$ cat src/rtl/hamming_mem_engine.sv
// Hamming(16,11) SECDED encode/decode engine that streams N_MSG messages
// between two byte regions of a synchronous memory.
//
// Ports:
//   clk, rst_n        rising-edge clock, asynchronous active-low reset
//   req, mode         start pulse; 0 = encode, 1 = decode (latched on accept)
//   done              run complete, held until the next accepted req
//   mem_addr/wen      byte address and write enable
//   mem_wdata         write data
//   mem_rdata         read data, valid one cycle after mem_addr
//   sec_cnt, ded_cnt  single-corrected / double-detected counts (decode)
module hamming_mem_engine #(
    parameter int N_MSG    = 15,
    parameter int SRC_BASE = 0,
    parameter int DST_BASE = 30,
    parameter int ADDR_W   = 8
) (
    input  logic              clk,
    input  logic              rst_n,
    input  logic              req,
    input  logic              mode,
    output logic              done,
    output logic [ADDR_W-1:0] mem_addr,
    output logic              mem_wen,
    output logic [7:0]        mem_wdata,
    input  logic [7:0]        mem_rdata,
    output logic [7:0]        sec_cnt,
    output logic [7:0]        ded_cnt
);

    typedef enum logic [2:0] {
        IDLE, RD_LO, RD_HI, CAP, WR_LO, WR_HI, DONE
    } state_t;

    // Data bit i (d[i+1]) lives at codeword positions 3,5,6,7,9..15.
    function automatic logic [15:0] enc_cw(input logic [10:0] d);
        logic [15:0] c;
        logic        p;
        c        = '0;
        c[3]     = d[0];
        c[7:5]   = d[3:1];
        c[15:9]  = d[10:4];
        // Parity positions only carry their own index bit, so computing
        // them in order never folds an earlier parity into a later one.
        for (int k = 0; k < 4; k++) begin
            p = 1'b0;
            for (int j = 1; j < 16; j++) begin
                if (j[k]) p = p ^ c[j];
            end
            c[1 << k] = p;
        end
        c[0] = ^c[15:1];
        return c;
    endfunction

    function automatic logic [3:0] syndrome(input logic [15:0] c);
        logic [3:0] s;
        s = '0;
        for (int k = 0; k < 4; k++) begin
            for (int j = 1; j < 16; j++) begin
                if (j[k]) s[k] = s[k] ^ c[j];
            end
        end
        return s;
    endfunction

    function automatic logic [10:0] extract(input logic [15:0] c);
        return {c[15:9], c[7:5], c[3]};
    endfunction

    state_t      state_q, state_d;
    logic [7:0]  idx_q, idx_d;
    logic        mode_q, mode_d;
    logic [7:0]  lo_q, lo_d;
    logic [15:0] res_q, res_d;
    logic [7:0]  sec_q, sec_d;
    logic [7:0]  ded_q, ded_d;
    logic        done_q, done_d;

    logic [15:0]       cw, cw_fix, cw_enc;
    logic [3:0]        syn;
    logic              par;
    logic [10:0]       dat;
    logic [1:0]        flags;
    logic [15:0]       dec_res;
    logic [ADDR_W-1:0] src_a, dst_a;

    // Datapath: high byte arrives on mem_rdata in CAP, low byte in lo_q.
    always_comb begin
        cw     = {mem_rdata, lo_q};
        cw_enc = enc_cw({mem_rdata[2:0], lo_q});
        syn    = syndrome(cw);
        par    = ^cw;
        cw_fix = cw;
        flags  = 2'b00;
        if (par) begin
            // S = 0 flips p0 only, which never reaches the data bits.
            cw_fix = cw ^ (16'd1 << syn);
            flags  = 2'b01;
        end else if (syn != 4'd0) begin
            flags  = 2'b10;
        end
        dat     = extract(cw_fix);
        dec_res = {flags, 3'b000, dat[10:8], dat[7:0]};
    end

    always_comb begin
        src_a = ADDR_W'(SRC_BASE) + ADDR_W'({idx_q, 1'b0});
        dst_a = ADDR_W'(DST_BASE) + ADDR_W'({idx_q, 1'b0});
    end

    always_comb begin
        state_d   = state_q;
        idx_d     = idx_q;
        mode_d    = mode_q;
        lo_d      = lo_q;
        res_d     = res_q;
        sec_d     = sec_q;
        ded_d     = ded_q;
        done_d    = done_q;
        mem_addr  = ADDR_W'(SRC_BASE);
        mem_wen   = 1'b0;
        mem_wdata = res_q[7:0];
        unique case (state_q)
            IDLE, DONE: begin
                if (state_q == DONE) done_d = 1'b1;
                if (req) begin
                    state_d = RD_LO;
                    done_d  = 1'b0;
                    idx_d   = '0;
                    sec_d   = '0;
                    ded_d   = '0;
                    mode_d  = mode;
                end
            end
            RD_LO: begin
                mem_addr = src_a;
                state_d  = RD_HI;
            end
            RD_HI: begin
                mem_addr = src_a + ADDR_W'(1);
                lo_d     = mem_rdata;
                state_d  = CAP;
            end
            CAP: begin
                mem_addr = src_a + ADDR_W'(1);
                state_d  = WR_LO;
                if (mode_q) begin
                    res_d = dec_res;
                    if (flags[0]) sec_d = sec_q + 8'd1;
                    if (flags[1]) ded_d = ded_q + 8'd1;
                end else begin
                    res_d = cw_enc;
                end
            end
            WR_LO: begin
                mem_addr  = dst_a;
                mem_wen   = 1'b1;
                mem_wdata = res_q[7:0];
                state_d   = WR_HI;
            end
            WR_HI: begin
                mem_addr  = dst_a + ADDR_W'(1);
                mem_wen   = 1'b1;
                mem_wdata = res_q[15:8];
                if (idx_q < 8'(N_MSG - 1)) begin
                    idx_d   = idx_q + 8'd1;
                    state_d = RD_LO;
                end else begin
                    state_d = DONE;
                end
            end
            default: state_d = IDLE;
        endcase
    end

    always_ff @(posedge clk or negedge rst_n) begin
        if (!rst_n) begin
            state_q <= IDLE;
            idx_q   <= '0;
            mode_q  <= 1'b0;
            lo_q    <= '0;
            res_q   <= '0;
            sec_q   <= '0;
            ded_q   <= '0;
            done_q  <= 1'b0;
        end else begin
            state_q <= state_d;
            idx_q   <= idx_d;
            mode_q  <= mode_d;
            lo_q    <= lo_d;
            res_q   <= res_d;
            sec_q   <= sec_d;
            ded_q   <= ded_d;
            done_q  <= done_d;
        end
    end

    assign done    = done_q;
    assign sec_cnt = sec_q;
    assign ded_cnt = ded_q;

endmodule

$ cat config.mk
export PLATFORM = sky130hd
export DESIGN_NAME = hamming_mem_engine
export DESIGN_NICKNAME = d
export VERILOG_FILES = /design/src/rtl/hamming_mem_engine.sv
export SDC_FILE = /design/constraint.sdc
export NUM_CORES = 1
export LEC_CHECK = 0
export CORE_MARGIN = 2
export CORE_UTILIZATION = 48
export DETAILED_ROUTE_END_ITERATION = 8
export MAX_ROUTING_LAYER = met4
export PLACE_DENSITY = 0.82
export SYNTH_ARGS = -nofsm -noshare
export SYNTH_HDL_FRONTEND = slang
export SYNTH_SLANG_ARGS = --single-unit
$ cat constraint.sdc
create_clock -name clk -period 3 [get_ports clk]
set_clock_uncertainty 0.15 [all_clocks]
set_input_delay 0.75 -clock clk [delete_from_list [all_inputs] [get_ports clk]]
set_output_delay 0.75 -clock clk [all_outputs]
set_load 0.01 [all_outputs]
==> results.md, run 1 <==
* Cell Rows at 30
* Worst Hold Class: in -> async
* Max FO, Critical Path at 4
* Pleak at 1.95 nW
* Synth Flop Type: dfrtp_1
* DRC violations left at 0
* Delay of the slowest critical-path stage at 0.50 ns
* HPWL after detailed placement at 6150 um
* Critical path class: in -> reg
* Root buffer cell: clkbuf_8
* Syn_area_per_cell at 9.61 sq um
* CTS tree: yes
* Worst r2r path cells at 8
* Initial core utilization at 49.9%
* Routed wire length at 8430 um
* RSZ-0062 raised after global routing: false
* Worst Tran Pin Value at 0.897 ns
* TritonCTS Buffers at 5
* Max stage delay cell, worst path: clkdlybuf4s50_1
* #FFs+latches synth at 53
* Yosys Warn Count at 0
* Flop2flop setup slack at 0.17 ns
* Die Ht at 88.3 um
* Post-place setup slack at -0.487 ns
* Final min period at 2.90 ns
* Fillers at 577
* Via-per-instance ratio at 5.53
* Share of cells above drive strength 1 at 20.1%
* Initial antenna violation count at 0
* Syn Std Cell Area at 3410 sq um
* Final nets at 447
* Global-route wire length before repair at 13400 um
* Later-pin clock latency in the skew report at 0.32 ns
* EDFF count, synth at 0
* RR Startpoint: lo_q[3]
* Relative slew slack at 40.0%
* CP Capture Type: register
* Setup-failing EPs final at 0
* Vias in the first global route at 2721
* Clock buffer depth at 2
* Synth async-reset ratio at 100%
* P per Cell Area at 1270 nW/um^2
* Syn Nets at 371
* Worst-path clk slew at 0.11 ns
* Gr usage total at 22.9%
* Vias at 2919
* Ant. Diodes at 0
* CP Launch Type: input pin
* Hold Violations, Final at 0
* Core ar. at 6830 sq um
* Distinct cells, synth at 47
* Max Cap Viol at 0
* Required @ worst endpoint at 3.07 ns
* Grt ovf at 0
* FMAX at 345 MHz
* I/O pin total at 46
* Final worst-path cycle share at 96.7%
* DR iter-0 viols at 178
* Layout overhead on the synthesized area at 28.4%
* Status: finished, final reports clean
* Antenna-violating nets left at 0
* Die Area at 7800 sq um
* Drt pass-1 iters at 5
* Reg2reg end: ded_cnt[7]
* Worst setup margin at 0.0976 ns
* Cell chain of the critical path: clkdlybuf4s50_1 -> xor3_1 -> buf_6 -> xnor2_4 -> xnor2_2 -> a311oi_4 -> buf_4 -> o21ai_0 -> xnor2_1 -> and2_1
* Htree depth at 2
* Synthesized instance count at 355
* Post-synthesis sequential area ratio at 38.9%
* Final slew viol count at 0
* Worst VDD drop at 1.18 mV
* TritonCTS Sinks at 53
* Largest net degree at the start of global routing at 30
* I/O Buffers at 45
* Gpl congestion at 0.950
* Overall power at 5.55 mW
* Wirelength per Cell at 16.0 um
* WP data arrival at 2.97 ns
* Hold_buf cts at 0
* Chip Width at 88.3 um
* WHS at 0.272 ns
[area by class of cell]
cell class / instances / area, sq um / area share [%]
Clock inverter: 3 / 25.0 / 0.571
Inverter: 7 / 26.3 / 0.600
Timing Repair Buffer: 86 / 769 / 17.6
Multi-Input combinational cell: 278 / 2040 / 46.6
Clock buffer: 5 / 68.8 / 1.57
Tap cell: 96 / 120 / 2.74
Sequential cell: 53 / 1330 / 30.3
[per-stage QoR]
| stage | cells | util (%) | setup TNS, ns | area, sq um |
|---|---|---|---|---|
| global route | 528 | 64.1 | 0 | 4380 |
| finish | 528 | 64.1 | 0 | 4380 |
| detailed placement | 516 | 61.5 | -6.67 | 4200 |
| CTS | 526 | 63.4 | 0 | 4330 |
| floorplan | 355 | - | 0 | 3420 |
| global placement | 516 | 61.5 | -5.60 | 4200 |
[per-layer routing]
layer	vias to the layer above	global-route usage, %	wire length (um)
li1	1388	-	-
met1	1424	30.5	3600
met2	98	37.2	4250
met3	9	3.17	471
met4	0	6.06	108
met5	-	-	0
[how the worst max path moves through the flow]
stage          depth (start not counted)  slack (ns)    startpoint           to
2_1_floorplan                          8        0.03  mem_rdata[2]   ded_cnt[4]
3_3_place_gp                           7       -0.43  mem_rdata[4]    res_q[10]
3_5_place_dp                           7       -0.49  mem_rdata[4]    res_q[10]
4_1_cts                                8       0.006  mem_rdata[7]   ded_cnt[4]
5_1_grt                                5       0.002    state_q[0]  mem_addr[5]
6_report                              10         0.1  mem_rdata[3]   ded_cnt[7]
[state kept, by name, summed over array words and instances (netlist names)]
register,cells
sec_cnt,8
done,1
idx_q,8
res_q,16
state_q,3
lo_q,8
mode_q,1
ded_cnt,8
[repair_timing]
action,CTS,global route
gates resized for setup,14,7
hold endpoints to repair,0,0
gates cloned,0,1
pin swaps,7,9
endpoints found under the setup margin,21,18
setup buffers,2,1
[cells in the mapped netlist (all sizes together) (5+ instances only)]
cell | count | area share [%]
clkbuf | 16 | 2.1
xnor3 | 5 | 3.4
a21oi | 10 | 1.5
o21ai | 33 | 5.2
nand4 | 11 | 2.0
and3 | 9 | 1.7
dfrtp | 53 | 39
nand2 | 50 | 5.5
inv | 6 | 0.66
xnor2 | 37 | 9.7
mux2 | 16 | 5.3
and2 | 5 | 0.95
xor2 | 24 | 6.6
nor3b | 5 | 1.1
nand3 | 5 | 0.73
mux2i | 5 | 1.5
o31ai | 5 | 1.1
nor2 | 22 | 2.5
[critical path, delay by kind of cell]
family / cells / cell delay (ns)
buffers and inverters: 3 / 0.84
AOI/OAI and AO/OA: 2 / 0.44
xor gates and xnor gates: 4 / 0.79
and+or+nand+nor: 1 / 0.15
[logic make-up (layout without fill, tap and decap cells)]
logic type | Yosys count | count (layout) | synth area share (%)
AND/OR/NAND/NOR | 120 | 121 | 17.2
adder cells (fa/ha/maj) | 4 | 4 | 1.47
flip-flops | 53 | 53 | 38.9
buffers and inverters | 25 | 101 | 3.19
AO/OA/AOI/OAI | 65 | 65 | 12.1
multiplexers | 21 | 21 | 6.75
XOR/XNOR | 67 | 67 | 20.4
[power breakdown]
part | switching, mW | total [mW] | leakage (nW) | internal, mW
logic | 2.02 | 3.94 | 1.21 | 1.92
clock network | 0.254 | 0.423 | 0.0447 | 0.169
registers | 0.258 | 1.19 | 0.689 | 0.931
[layout by cell type, fill, tap and decap left out, drive strengths merged, types with 3 or more instances in the layout]
cell type       n
ha              4
o211ai          3
xnor3           5
and4            3
nand3           5
nand2          51
a21oi          10
nand4          11
mux2           16
nor3b           5
o31ai           5
dlygate4sd2     5
a22oi           4
buf            42
and2            5
inv             8
clkdlybuf4s50  38
and3            9
xor2           24
xnor2          37
nor2           22
or4             3
o21ai          33
dfrtp          53
mux2i           5
clkbuf          5
Power figures use the tool's default switching activity.
==> run 2: changes to the inputs <==
Settings changed: MAX_ROUTING_LAYER met4 to unset.
==> results.md, run 2 (synthesis results as in run 1) <==
* TritonCTS Buffers at 5 (unchanged)
* TritonCTS Sinks at 53 (unchanged)
* HPWL after detailed placement at 6150 um (unchanged)
* Initial antenna violation count at 0 (unchanged)
* Final min period at 2.90 ns (about the same)
* Worst Tran Pin Value at 0.898 ns (was 0.897 ns)
* Critical path class: in -> reg (unchanged)
* Antenna-violating nets left at 0 (unchanged)
* Psw at 2.52 mW (was 2.53 mW)
* Fillers at 577 (unchanged)
* Gpl congestion at 0.934 (was 0.950)
* Vias at 2892 (was 2919)
* I/O pin total at 46 (unchanged)
* Top Family by Delay on Critical Path: buffers and inverters (unchanged)
* Max FO, Critical Path at 4 (unchanged)
* Relative slew slack at 39.9% (was 40.0%)
* Delay of the slowest critical-path stage at 0.50 ns (about the same)
* CP Launch Type: input pin (unchanged)
* FMAX at 345 MHz (about the same)
* Routed wire length at 8370 um (was 8430 um)
* Drt pass-1 iters at 4 (was 5)
* Core ar. at 6830 sq um (unchanged)
* Crit path depth at 10 (unchanged)
* Number of flip-flops in the largest register at 16 (unchanged)
* Layout overhead on the synthesized area at 28.4% (unchanged)
* Share of cells above drive strength 1 at 20.1% (unchanged)
* Cell chain of the critical path: clkdlybuf4s50_1 -> xor3_1 -> buf_6 -> xnor2_4 -> xnor2_2 -> a311oi_4 -> buf_4 -> o21ai_0 -> xnor2_1 -> and2_1 (unchanged)
* Crit path buf inv count at 3 (unchanged)
* P per Cell Area at 1260 nW/um^2 (was 1270 nW/um^2)
* Most frequent cells in the layout: dfrtp_1 (52), nand2_1 (49), clkdlybuf4s50_1 (38), buf_4 (38), xnor2_1 (33) (unchanged)
* RSZ-0062 raised after global routing: false (unchanged)
* Pleak at 1.95 nW (unchanged)
* Hold Violations, Final at 0 (unchanged)
* Die Ht at 88.3 um (unchanged)
* DR iter-0 viols at 175 (was 178)
* Sequential share of power at 21.4% (about the same)
* Final worst-path cycle share at 96.6% (was 96.7%)
* Comb power frac at 70.9% (was 71.0%)
* Vias in the first global route at 2719 (was 2721)
* Clock buffer depth at 2 (unchanged)
* CP Capture Type: register (unchanged)
* Grt ovf at 0 (unchanged)
* Status: finished, final reports clean (unchanged)
* Final nets at 447 (unchanged)
* Max stage delay cell, worst path: clkdlybuf4s50_1 (unchanged)
* Cell Rows at 30 (unchanged)
* CTS tree: yes (unchanged)
* Worst r2r path cells at 8 (unchanged)
* DRC violations left at 0 (unchanged)
* Clock Power Share at 7.6% (about the same)
* Worst VDD drop at 1.18 mV (about the same)
* Switching part of the total power at 45.5% (was 45.6%)
* Root buffer cell: clkbuf_8 (unchanged)
* Top reg by flops: res_q (unchanged)
* Largest net degree at the start of global routing at 30 (unchanged)
* Initial core utilization at 49.9% (unchanged)
* Overall power at 5.54 mW (was 5.55 mW)
* WP data arrival at 2.97 ns (about the same)
* WHS at 0.269 ns (was 0.272 ns)
* Worst-path clk slew at 0.11 ns (about the same)
* Max Cap Viol at 0 (unchanged)
* Post-place setup slack at -0.487 ns (unchanged)
* Chip Width at 88.3 um (unchanged)
* Die Area at 7800 sq um (unchanged)
* Final slew viol count at 0 (unchanged)
* Wirelength per Cell at 15.9 um (was 16.0 um)
* Power Internal at 3.02 mW (about the same)
* Gr usage total at 22.3% (was 22.9%)
* Commonest non-fill, non-tap cell in the layout: dfrtp_1 (unchanged)
* Setup-failing EPs final at 0 (unchanged)
* Ant. Diodes at 0 (unchanged)
* Worst Hold Class: in -> async (unchanged)
* I/O Buffers at 45 (unchanged)
* Htree depth at 2 (unchanged)
* Worst setup margin at 0.102 ns (was 0.0976 ns)
* Global-route wire length before repair at 13400 um (about the same)
* Via-per-instance ratio at 5.48 (was 5.53)
* Required @ worst endpoint at 3.07 ns (about the same)
* Later-pin clock latency in the skew report at 0.32 ns (about the same)
==> run 2: power groups by stage <==
stage	Sequential (mW)	Clock (mW)	Combinational [mW]
floorplan	1.09	0	2.47
global placement	1.16	0	3.57
detailed placement	1.18	0	3.69
CTS	1.18	0.430	3.80
global route	1.22	0.458	4.22
finish	1.19	0.424	3.93
==> run 2: what timing repair did <==
action | in CTS | in global routing
pin swaps | 7 | 9
buffers inserted | 2 | 1
gates resized for setup | 14 | 7
setup endpoints to repair | 21 | 18
gates cloned | 0 | 1
hold buffers | 0 | 0
==> run 2: final timing paths <==
| kind | slack (ns) | to | startpoint |
|---|---|---|---|
| max in group asynchronous | 1.85 | state_q[0] | rst_n |
| setup / recovery | 0.10 | ded_cnt[7] | mem_rdata[3] |
| hold / removal | 0.27 | done | rst_n |
| setup reg to reg | 0.19 | ded_cnt[7] | lo_q[3] |
| min in group clk | 0.35 | res_q[8] | res_q[8] |
| hold reg to reg | 0.35 | res_q[8] | res_q[8] |
==> run 2: per-stage QoR <==
stage / setup TNS (ns) / cells / area (sq um) / utilization (%)
after floorplan: 0 / 355 / 3420 / -
after global placement: -5.60 / 516 / 4200 / 61.5
after detailed placement: -6.67 / 516 / 4200 / 61.5
after CTS: 0 / 526 / 4330 / 63.4
after global routing: 0 / 528 / 4380 / 64.1
final: 0 / 528 / 4380 / 64.1
==> run 2: area by class of cell <==
cell class                 count  area, sq um  area share (%)
clock buffer                   5         68.8            1.57
clock inverter                 3         25.0           0.571
inverter                       7         26.3           0.600
multi-input combinational    278         2040            46.6
sequential                    53         1330            30.3
tap                           96          120            2.74
timing repair buffer          86          769            17.6
==> run 2: metal layers <==
layer | up-vias | global-route usage [%] | wire [um]
li1 | 1381 | - | -
met1 | 1408 | 30.5 | 3660
met2 | 90 | 37.3 | 4170
met3 | 13 | 3.17 | 411
met4 | 0 | 6.06 | 123
met5 | - | 0 | 0
==> run 3: changes to the inputs <==
Settings changed: CAP_MARGIN set to 20, CTS_CLUSTER_SIZE set to 28.
==> results of run 3 <==
Final layout, timing and power as in run 2 (identical DEF).
